**src/rtl/can_bit_destuffer.sv**
```systemverilog
// CAN bit sampler and destuffer: hard-syncs on SOF, samples at SAMPLE_POINT, drops stuff bits; strobes registered one cycle after the sample.
// No backpressure (one sample per bit time). Defining CAN_DESTUFF_ERR_COUNT_EN adds a saturating o_Err_Count.
module can_bit_destuffer #(
    parameter int CLKS_PER_BIT = 10,
    parameter int SAMPLE_POINT = 7,
    parameter int STUFF_LIMIT  = 5,
    parameter int IDLE_BITS    = 11
) (
    input  logic       i_Clock,
    input  logic       i_Reset,
    input  logic       i_Ds_Serial,
    input  logic       i_Enable,
    input  logic       i_Stuff_En,
    output logic       o_Bit_Valid,
    output logic       o_Bit,
    output logic       o_Ignora_Bit,
    output logic       o_Eror_Stuffing,
`ifdef CAN_DESTUFF_ERR_COUNT_EN
    output logic [7:0] o_Err_Count,
`endif
    output logic       o_Busy
);

    localparam int IW = $clog2(IDLE_BITS + 1);

    typedef enum logic {S_IDLE = 1'b0, S_RUN = 1'b1} state_t;

    state_t          r_state, w_state_nxt;
    logic            r_ds_meta, r_ds_s, r_ds_d;
    logic [7:0]      r_cnt, w_cnt_nxt;
    logic [3:0]      r_run_len, w_run_len_nxt;
    logic            r_run_val, w_run_val_nxt;
    logic [IW-1:0]   r_idle_cnt, w_idle_cnt_nxt;
    logic            r_bit_vld, w_bit_vld_nxt;
    logic            r_bit, w_bit_nxt;
    logic            r_ign, w_ign_nxt;
    logic            r_err, w_err_nxt;
    logic            w_fall, w_sample;

    assign w_fall   = r_ds_d & ~r_ds_s;
    assign w_sample = (r_state == S_RUN) && (r_cnt == 8'(SAMPLE_POINT));

    always_ff @(posedge i_Clock or posedge i_Reset) begin
        if (i_Reset) begin
            r_ds_meta <= 1'b1;
            r_ds_s    <= 1'b1;
            r_ds_d    <= 1'b1;
        end else begin
            r_ds_meta <= i_Ds_Serial;
            r_ds_s    <= r_ds_meta;
            r_ds_d    <= r_ds_s;
        end
    end

    always_comb begin
        w_state_nxt    = r_state;
        w_cnt_nxt      = r_cnt;
        w_run_len_nxt  = r_run_len;
        w_run_val_nxt  = r_run_val;
        w_idle_cnt_nxt = r_idle_cnt;
        w_bit_vld_nxt  = 1'b0;
        w_bit_nxt      = r_bit;
        w_ign_nxt      = 1'b0;
        w_err_nxt      = 1'b0;
        case (r_state)
            S_IDLE: begin
                // The edge cycle itself is Clock_Count 0, so the next cycle is 1.
                if (i_Enable && w_fall) begin
                    w_state_nxt = S_RUN;
                    w_cnt_nxt   = 8'd1;
                end
            end
            S_RUN: begin
                w_cnt_nxt = (r_cnt == 8'(CLKS_PER_BIT - 1)) ? 8'd0 : r_cnt + 8'd1;
                if (!i_Enable) begin
                    w_state_nxt = S_IDLE;
                end else if (w_sample) begin
                    if (r_ds_s) begin
                        w_idle_cnt_nxt = r_idle_cnt + IW'(1);
                        if (r_idle_cnt == IW'(IDLE_BITS - 1))
                            w_state_nxt = S_IDLE;
                    end else begin
                        w_idle_cnt_nxt = '0;
                    end
                    if (!i_Stuff_En) begin
                        w_bit_vld_nxt = 1'b1;
                        w_bit_nxt     = r_ds_s;
                        w_run_len_nxt = 4'd0;
                    end else if (r_run_len == 4'(STUFF_LIMIT)) begin
                        if (r_ds_s != r_run_val) begin
                            w_ign_nxt     = 1'b1;
                            w_run_len_nxt = 4'd1;
                            w_run_val_nxt = r_ds_s;
                        end else begin
                            w_err_nxt     = 1'b1;
                            w_run_len_nxt = 4'd0;
                            w_state_nxt   = S_IDLE;
                        end
                    end else begin
                        w_bit_vld_nxt = 1'b1;
                        w_bit_nxt     = r_ds_s;
                        if (r_ds_s == r_run_val) begin
                            w_run_len_nxt = r_run_len + 4'd1;
                        end else begin
                            w_run_len_nxt = 4'd1;
                            w_run_val_nxt = r_ds_s;
                        end
                    end
                end
            end
            default: w_state_nxt = S_IDLE;
        endcase
        // Leaving or staying in IDLE always parks the counters at zero.
        if (w_state_nxt == S_IDLE) begin
            w_cnt_nxt      = 8'd0;
            w_run_len_nxt  = 4'd0;
            w_idle_cnt_nxt = '0;
        end
    end

    always_ff @(posedge i_Clock or posedge i_Reset) begin
        if (i_Reset) begin
            r_state    <= S_IDLE;
            r_cnt      <= 8'd0;
            r_run_len  <= 4'd0;
            r_run_val  <= 1'b1;
            r_idle_cnt <= '0;
            r_bit_vld  <= 1'b0;
            r_bit      <= 1'b1;
            r_ign      <= 1'b0;
            r_err      <= 1'b0;
        end else begin
            r_state    <= w_state_nxt;
            r_cnt      <= w_cnt_nxt;
            r_run_len  <= w_run_len_nxt;
            r_run_val  <= w_run_val_nxt;
            r_idle_cnt <= w_idle_cnt_nxt;
            r_bit_vld  <= w_bit_vld_nxt;
            r_bit      <= w_bit_nxt;
            r_ign      <= w_ign_nxt;
            r_err      <= w_err_nxt;
        end
    end

`ifdef CAN_DESTUFF_ERR_COUNT_EN
    logic [7:0] r_err_cnt;

    always_ff @(posedge i_Clock or posedge i_Reset) begin
        if (i_Reset)
            r_err_cnt <= 8'd0;
        else if (r_err && (r_err_cnt != 8'hFF))
            r_err_cnt <= r_err_cnt + 8'd1;
    end

    assign o_Err_Count = r_err_cnt;
`endif

    assign o_Bit_Valid     = r_bit_vld;
    assign o_Bit           = r_bit;
    assign o_Ignora_Bit    = r_ign;
    assign o_Eror_Stuffing = r_err;
    assign o_Busy          = (r_state == S_RUN);

endmodule

```
**config.mk**
```make
export PLATFORM = sky130hd
export DESIGN_NAME = can_bit_destuffer
export DESIGN_NICKNAME = d
export VERILOG_FILES = /design/src/rtl/can_bit_destuffer.sv
export SDC_FILE = /design/constraint.sdc
export NUM_CORES = 1
export LEC_CHECK = 0
export ABC_AREA = 1
export CORE_MARGIN = 1
export CORE_UTILIZATION = 40
export DETAILED_ROUTE_END_ITERATION = 8
export GPL_TIMING_DRIVEN = 0
export PLACE_DENSITY = 0.67
export SETUP_SLACK_MARGIN = 0.4
export SLEW_MARGIN = 0
export SYNTH_ARGS = -nofsm -noshare
export SYNTH_HDL_FRONTEND = slang
export SYNTH_SLANG_ARGS = --single-unit
```
**constraint.sdc**
```tcl
create_clock -name i_Clock -period 3.7 [get_ports i_Clock]
set_input_delay 0.74 -clock i_Clock [delete_from_list [all_inputs] [get_ports i_Clock]]
set_output_delay 0.74 -clock i_Clock [all_outputs]
set_load 0.1 [all_outputs]
```
==> results of run 1 <==
[layout make-up]
type                       instances  area [µm²]
clock buffer                       3        22.5
tap                               46        57.6
sequential                        25         632
clock inverter                     1        7.51
fill                             332        1760
inverter                          24        92.6
timing repair buffer               9        90.1
multi-input combinational        102         677
[Yosys cell counts]
cell type	n
xor2_1	6
nor3_2	1
inv_2	7
nand2_1	26
nor2_4	2
nand3_2	1
nor2_1	9
xnor2_1	3
nor2_2	9
nand3_1	8
nand4_1	4
o21ai_2	1
nor3_1	5
o21ai_1	1
ha_1	6
nand4_4	1
dfrtp_1	20
a21oi_1	3
inv_4	1
nor4_1	1
clkinv_1	1
nand2_4	3
nand2_8	3
nand2_2	5
dfstp_2	5
o21ai_0	3
and2_1	1
inv_1	15
[routing by layer]
metal | up-vias | track usage | wire (µm)
met5 | - | 0 | 0
met4 | 0 | 0.0649 | 28
met3 | 2 | 0.0441 | 76
met2 | 13 | 0.241 | 1060
met1 | 447 | 0.189 | 1100
li1 | 501 | - | -
[sequential cells by signal (all words and copies together), names as in the netlist]
name	count
r_cnt	8
r_idle_cnt	4
r_run_len	4
o_Bit	1
o_Bit_Valid	1
o_Busy	1
o_Eror_Stuffing	1
o_Ignora_Bit	1
r_ds_d	1
r_ds_meta	1
r_ds_s	1
r_run_val	1
[cells by family after synthesis]
| group | after synthesis | synth area share |
|---|---|---|
| adders and majority gates | 6 | 0.0536 |
| AOI/OAI and AO/OA | 8 | 0.0312 |
| xor gates and xnor gates | 9 | 0.0563 |
| and+or+nand+nor | 79 | 0.342 |
| DFF | 25 | 0.451 |
| buffers and inverters | 24 | 0.0661 |
[power breakdown]
part	internal, mW	switching (mW)	total [mW]
clock network	0.0414	0.0855	0.127
registers	0.281	0.00592	0.287
logic	0.0185	0.0406	0.0591
total	0.341	0.132	0.473
[per-stage QoR]
step | total power [mW] | instance area (µm²) | setup slack (ns) | hold WS [ns] | instances
after floorplan | 0.335 | 1400 | 1.82 | 0.345 | 151
after global placement | 0.350 | 1550 | 1.33 | 0.347 | 206
after detailed placement | 0.351 | 1550 | 1.32 | 0.347 | 206
after CTS | 0.482 | 1580 | 0.926 | 0.368 | 210
after global routing | 0.498 | 1580 | 0.882 | 0.370 | 210
final | 0.473 | 1580 | 0.950 | 0.367 | 210
[final timing paths]
path | startpoint | slack [ns] | endpoint | depth (start not counted)
max in group asynchronous | i_Reset | 2.22 | r_cnt[6] | 2
worst max register to register | r_run_len[1] | 2.19 | r_cnt[4] | 11
worst min register to register | r_ds_meta | 0.37 | r_ds_s | 0
worst min-delay path | r_ds_meta | 0.37 | r_ds_s | 0
worst max-delay path | o_Bit | 0.95 | o_Bit | 1
min in group asynchronous | i_Reset | 0.90 | o_Bit_Valid | 2
==> out/qor.yml, run 1 <==
post_cts_buffers: 0
start_kind: "flip-flop"
worst_path_max_delay_cell: "clkdlybuf4s50_1"
cellLeakagePower_nw: 0.701
overflow: 0
grt_max_degree: 26
tightest_slew_ns: 0.960
firstDrtPassIters: 4
min_period_ns: 2.75
grt_setup_unrepaired: "no"
htreeDepth: 1
fp.dieArea_um2: 3740
num_rows: 21
max_cap_violations: 0
ys_seq_elements: 25
clock_path_buffers: 2
wl_per_cell_um: 10.8
finalHoldViolCount: 0
drt_iter0_markers: 38
finalMaxSlewViolations: 0
drive_gt1_frac: 0.262
antenna_found_initial: 0
clock-root-buffer: "clkbuf_4"
worstSetupEndpointType: "output pin"
die_y_um: 61.2
arrival_ns: 2.01
io_buffer_count: 9
crit_family: "buffers and inverters"
cts_hold_buf: 0
synthDistinctLibCells: 28
synth_area_per_cell_um2: 9.28
slew_headroom: 0.358
syn_to_final_growth_pct: 12.7
synth_top_area_share: 0.357
cts.sinks: 25
drt_wl_total_um: 2270
max-vdd-ir-drop_mv: 0.193
dp_hpwl_um: 1680
grt_usage: 0.150
vias: 963
grt_first_pass_wirelength_um: 3990
critical_path_class: "reg2out"
max_clock_freq_mhz: 364
ys_warn_count: 0
synth_area_um2: 1400
hp-class: "reg2reg"
core_area_um2: 3340
die_w_um: 61.2
initial_core_util: 0.420
routed_via_density: 4.59
layout_common_cells: "26 x nand2_1, 20 x dfrtp_1, 15 x inv_1"
seq_area_frac_synth: 0.451
critPathRequiredTime_ns: 2.96
cts_tree: "done"
status: "completed"
synth.area.top_cells: "dfrtp_1 36%, dfstp_2 9.4%, nand2_1 7.0%"
syn-num-nets: 162
fin_tns_setup_ns: 0
period_share: 0.743
postRouteAntennaNets: 0
max_stage_delay_ns: 1.12
final_core_util: 0.473
drc: 0
crit_buf_inv: 1
critical_path.max_fanout: 2
finalSetupViolCount: 0
io_pins: 10
synth_top_cell_by_area: "dfrtp_1"
grt_pass1_vias: 931
netlist_instances: 151
numCtsBuffers: 3
clk_pin_slew_ns: 0.15
worst_clock_skew_ns: 0.0139
cp_cell_sequence: "clkdlybuf4s50_1"
insertion_delay_ns: 0.33
cts_resized: 0
power_density_nw_per_um2: 299
final_common_cell: "nand2_1"
gp_congestion: 0.798
design.final.nets: 176
diodes: 0
No activity file was read; power rests on OpenSTA's default activity.
==> inputs of run 2 (changes only) <==
--- a/config.mk
+++ b/config.mk
@@ -10,7 +10,7 @@
 export CORE_UTILIZATION = 40
 export DETAILED_ROUTE_END_ITERATION = 8
 export GPL_TIMING_DRIVEN = 0
-export PLACE_DENSITY = 0.67
+export PLACE_DENSITY = 0.69
 export SETUP_SLACK_MARGIN = 0.4
 export SLEW_MARGIN = 0
 export SYNTH_ARGS = -nofsm -noshare
==> constraint.sdc (replaced) <==
create_clock -name i_Clock -period 2.47 [get_ports i_Clock]
set_input_delay 0.494 -clock i_Clock [delete_from_list [all_inputs] [get_ports i_Clock]]
set_output_delay 0.494 -clock i_Clock [all_outputs]
set_load 0.1 [all_outputs]
==> out/qor.yml, run 2 (synthesis results as in run 1) <==
status: "completed"
clock_path_buffers: 2  # unchanged
wl_per_cell_um: 11.0  # +2.1%
period_share: 0.810
worst_path_max_delay_cell: "dlygate4sd2_1"
max-vdd-ir-drop_mv: 0.195  # +1.2%
die_w_um: 61.2  # unchanged
hold_path_end: "r_ds_s"
start_kind: "flip-flop"
numCtsBuffers: 3  # unchanged
fin_ws_ns: 0.469  # -0.481 ns
cts_tree: "done"
largest_register_ffs: 8  # unchanged
diodes: 0  # unchanged
tightest_slew_ns: 0.966  # +0.00570 ns
clk_pin_slew_ns: 0.13  # -0.02 ns
cts.sinks: 25  # unchanged
max_stage_delay_ns: 0.85  # -0.27 ns
layout_common_cells: "26 x nand2_1, 20 x dfrtp_1, 15 x inv_1"
worst_clock_skew_ns: 0.00356  # -0.0103 ns
min_period_ns: 2.00
drc: 0  # unchanged
slew_headroom: 0.358  # +0.000711
vias: 997  # +3.5%
clock-root-buffer: "clkbuf_4"
finalSetupViolCount: 0  # unchanged
grt_usage: 0.158  # +0.00721
die_y_um: 61.2  # unchanged
grt_setup_unrepaired: "no"
r2r_end: "r_cnt[5]"
grt_use_met2: 0.273  # +0.0326
worstHoldStart: "r_ds_meta"
grt_first_pass_wirelength_um: 4300  # +7.8%
grtUsageMet1: 0.197  # +0.00802
design.final.nets: 176  # unchanged
power_density_nw_per_um2: 443  # +48%
worstRegToRegCells: 11  # unchanged
p_sw_frac: 0.265  # -0.0142
worstReg2RegStart: "r_run_len[1]"
worstHoldPathCells: 0  # unchanged
finalHoldViolCount: 0  # unchanged
hp-class: "reg2reg"
dp_hpwl_um: 1810  # +7.6%
combPwrFrac: 0.127  # +0.002
insertion_delay_ns: 0.31  # -0.02 ns
htreeDepth: 1  # unchanged
grt_util_met3: 0.0189  # -0.0252
max_cap_violations: 0  # unchanged
rrSetupSlack_ns: 0.96  # -1.23 ns
fin_tns_setup_ns: 0  # unchanged
firstDrtPassIters: 4  # unchanged
crit_buf_inv: 1  # unchanged
crit_family: "buffers and inverters"
overflow: 0  # unchanged
critical_path_class: "reg2out"
num_rows: 21  # unchanged
syn_to_final_growth_pct: 12.0
finalMaxSlewViolations: 0  # unchanged
routed_via_density: 4.75  # +3.5%
p_switching_mw: 0.184  # +40%
cp_cell_sequence: "dlygate4sd2_1"
grt_max_degree: 26  # unchanged
max_clock_freq_mhz: 500
antenna_found_initial: 0  # unchanged
io_buffer_count: 9  # unchanged
drt_wl_total_um: 2310  # +2.1%
critPathRequiredTime_ns: 1.98  # -0.98 ns
final_common_cell: "nand2_1"
post_cts_buffers: 0  # unchanged
critical_path.max_fanout: 1  # -1
largestRegisters: "r_cnt (8), r_idle_cnt (4), r_run_len (4)"
arrival_ns: 1.51  # -0.50 ns
drive_gt1_frac: 0.268  # +0.00610
fp.dieArea_um2: 3740  # unchanged
cellLeakagePower_nw: 0.715  # +2.0%
top_usage_layer: "met2"
p_int_mw: 0.511  # +50%
postRouteAntennaNets: 0  # unchanged
top_register: "r_cnt"
core_area_um2: 3340  # unchanged
drt_iter0_markers: 53  # +39%
clockPowerShare: 0.256  # -0.013
io_pins: 10  # unchanged
initial_core_util: 0.420  # unchanged
power_frac_seq: 0.617  # +0.011
gp_congestion: 0.841  # +5.4%
worstSetupEndpointType: "output pin"
dpl_worst_slack_ns: 0.344  # -0.979 ns
grt_pass1_vias: 1006  # +8.1%
## run 2: layer usage
metal | part of all wire | vias to the layer above
met5 | 0 | -
met4 | 0.015 | 0
met2 | 0.50 | 17
met1 | 0.45 | 476
met3 | 0.036 | 6
li1 | - | 498
## run 2: repair_timing
item / in CTS / in global routing
resized for setup: 7 / 3
setup endpoints to repair: 5 / 2
hold buffers: 0 / 0
hold endpoints to repair: 0 / 0
## run 2: final cells by class
type,instances,area (µm²)
fillers,332,1770
multi-input cells,102,677
flip-flops and latches,25,632
inverters,24,92.6
repair buffers,9,83.8
well taps,46,57.6
clock buffers,4,26.3
## run 2: worst max path at each step
stage	cells past startpoint	startpoint	slack, ns	to
4_1_cts	1	o_Bit	0.26	o_Bit
6_report	1	o_Eror_Stuffing	0.47	o_Eror_Stuffing
3_3_place_gp	1	o_Bit	0.34	o_Bit
5_1_grt	1	o_Eror_Stuffing	0.41	o_Eror_Stuffing
2_1_floorplan	11	o_Busy	0.59	r_cnt[3]
3_5_place_dp	1	o_Bit	0.34	o_Bit
## run 2: power groups by stage
stage	combinational, mW	clock (mW)	sequential, mW
after floorplan	0.0572	0	0.445
after global placement	0.0877	0	0.436
after detailed placement	0.0891	0	0.437
after CTS	0.0892	0.190	0.429
after global routing	0.0991	0.205	0.431
final	0.0881	0.178	0.429
## run 2: through the flow
stage / utilization / hold slack (ns) / instances / total power [mW] / cell area (µm²)
after floorplan: - / 0.345 / 151 / 0.502 / 1400
after global placement: 0.464 / 0.346 / 206 / 0.524 / 1550
after detailed placement: 0.464 / 0.347 / 206 / 0.526 / 1550
after CTS: 0.471 / 0.366 / 210 / 0.709 / 1570
final: 0.470 / 0.364 / 210 / 0.695 / 1570
after global routing: 0.470 / 0.375 / 210 / 0.736 / 1570
==> inputs of run 3 (changes only) <==
--- a/config.mk
+++ b/config.mk
@@ -10,7 +10,7 @@
 export CORE_UTILIZATION = 40
 export DETAILED_ROUTE_END_ITERATION = 8
 export GPL_TIMING_DRIVEN = 0
-export PLACE_DENSITY = 0.69
+export PLACE_DENSITY = 0.67
 export SETUP_SLACK_MARGIN = 0.4
 export SLEW_MARGIN = 0
 export SYNTH_ARGS = -nofsm -noshare
==> constraint.sdc (replaced) <==
create_clock -name i_Clock -period 2 [get_ports i_Clock]
set_input_delay 0.4 -clock i_Clock [delete_from_list [all_inputs] [get_ports i_Clock]]
set_output_delay 0.4 -clock i_Clock [all_outputs]
set_load 0.1 [all_outputs]
==> out/qor.yml, run 3 (synthesis results as in run 1) <==
htreeDepth: 1  # unchanged
worstSetupEndpointType: "output pin"
grt_pass1_vias: 959  # -4.7%
clock_path_buffers: 2  # unchanged
drc: 0  # unchanged
critPathRequiredTime_ns: 1.60  # -0.38 ns
period_share: 0.755
slew_headroom: 0.379  # +0.0202
io_pins: 10  # unchanged
grt_first_pass_wirelength_um: 4200  # -2.4%
clock-root-buffer: "clkbuf_4"
status: "completed"
insertion_delay_ns: 0.32  # about the same
finalSetupViolCount: 0  # unchanged
dp_hpwl_um: 1770  # -2.3%
drt_iter0_markers: 46  # -13%
fin_ws_ns: 0.491  # +0.0218 ns
finalMaxSlewViolations: 0  # unchanged
cp_cell_sequence: "buf_6"
wl_per_cell_um: 11.3  # +2.1%
critical_path.max_fanout: 2  # +1
final_common_cell: "nand2_1"
cts_tree: "done"
numCtsBuffers: 3  # unchanged
cts_hold_buf: 0  # unchanged
start_kind: "flip-flop"
max-vdd-ir-drop_mv: 0.356  # +83%
dpl_worst_slack_ns: -0.0354  # -0.380 ns
die_y_um: 61.2  # unchanged
multiInputGateArea_um2: 679  # +0.37%
worst_clock_skew_ns: 0.00488  # +0.00132 ns
num_rows: 21  # unchanged
top_register: "r_cnt"
drt_wl_total_um: 2390  # +3.1%
hp-class: "reg2reg"
routed_via_density: 4.74  # -0.25%
firstDrtPassIters: 4  # unchanged
drive_gt1_frac: 0.313  # +0.0450
dpl_cell_area_um2: 1550  # about the same
rrSetupSlack_ns: 0.51  # -0.45 ns
overflow: 0  # unchanged
finalHoldViolCount: 0  # unchanged
crit_family: "flip-flops"
max_stage_delay_ns: 0.57  # -0.28 ns
design.final.nets: 178  # +1.1%
cts.sinks: 25  # unchanged
largest_register_ffs: 8  # unchanged
grt_usage: 0.156  # -0.00171
gp_congestion: 0.803  # -4.6%
power_mw: 0.871  # +25%
grt_max_degree: 26  # unchanged
antenna_found_initial: 0  # unchanged
min_period_ns: 1.51
largestRegisters: "r_cnt (8), r_idle_cnt (4), r_run_len (4)"
core_area_um2: 3340  # unchanged
critical_path_class: "reg2out"
postRouteAntennaNets: 0  # unchanged
diodes: 0  # unchanged
layout_common_cells: "25 x nand2_1, 19 x dfrtp_1, 14 x inv_1"
fp.dieArea_um2: 3740  # unchanged
syn_to_final_growth_pct: 12.6
worst_path_max_delay_cell: "dfstp_2"
arrival_ns: 1.11  # -0.40 ns
clk_pin_slew_ns: 0.14  # about the same
grt_setup_unrepaired: "yes"
vias: 1004  # +0.70%
io_buffer_count: 9  # unchanged
max_cap_violations: 0  # unchanged
regArea_um2: 633  # +0.20%
fill_cells: 324  # -2.4%
max_clock_freq_mhz: 663
fin_area_um2: 1580  # +0.56%
die_w_um: 61.2  # unchanged
crit_buf_inv: 1  # unchanged
initial_core_util: 0.420  # unchanged
cellLeakagePower_nw: 0.719  # +0.63%
tightest_slew_ns: 0.931  # -0.0350 ns
power_density_nw_per_um2: 552  # +25%
-- run 3: worst paths after layout --
kind | startpoint | end | depth (start not counted)
min reg2reg | r_ds_meta | r_ds_s | 0
max in group asynchronous | i_Reset | o_Busy | 2
min | r_ds_meta | r_ds_s | 0
max reg2reg | r_run_len[1] | r_cnt[7] | 11
max | o_Bit | o_Bit | 1
min in group asynchronous | i_Reset | r_cnt[1] | 2
-- run 3: cell type report --
cell class,instances,area share
Clock buffer,4,0.0167
Inverter,24,0.0587
Multi-Input combinational cell,102,0.431
Sequential cell,25,0.401
Tap cell,46,0.0365
Timing Repair Buffer,11,0.0563
-- run 3: repair_timing --
item                                    in CTS  in global routing
endpoints found under the setup margin       5                 12
buffers inserted                             0                  2
pin swaps                                    0                  2
gates resized for setup                     26                  4
-- run 3: per-stage QoR --
stage | cells | hold slack, ns | util | TNS (ns)
global placement | 206 | 0.347 | 0.465 | -0.0322
global route | 212 | 0.372 | 0.473 | 0
detailed placement | 206 | 0.350 | 0.465 | -0.0354
CTS | 210 | 0.370 | 0.466 | 0
finish | 212 | 0.368 | 0.473 | 0
floorplan | 151 | 0.345 | - | 0
-- run 3: where the power goes --
group,switching [mW],internal (mW)
Clock,0.153,0.0781
Combinational,0.0759,0.0333
Sequential,0.0110,0.520
-- run 3: per-layer routing --
| metal | vias up | global-route usage | wire, µm |
|---|---|---|---|
| met5 | - | 0 | 0 |
| met4 | 0 | 0.0390 | 38 |
| met3 | 4 | 0.0504 | 90 |
| met2 | 23 | 0.264 | 1160 |
| met1 | 477 | 0.192 | 1090 |
| li1 | 500 | - | - |
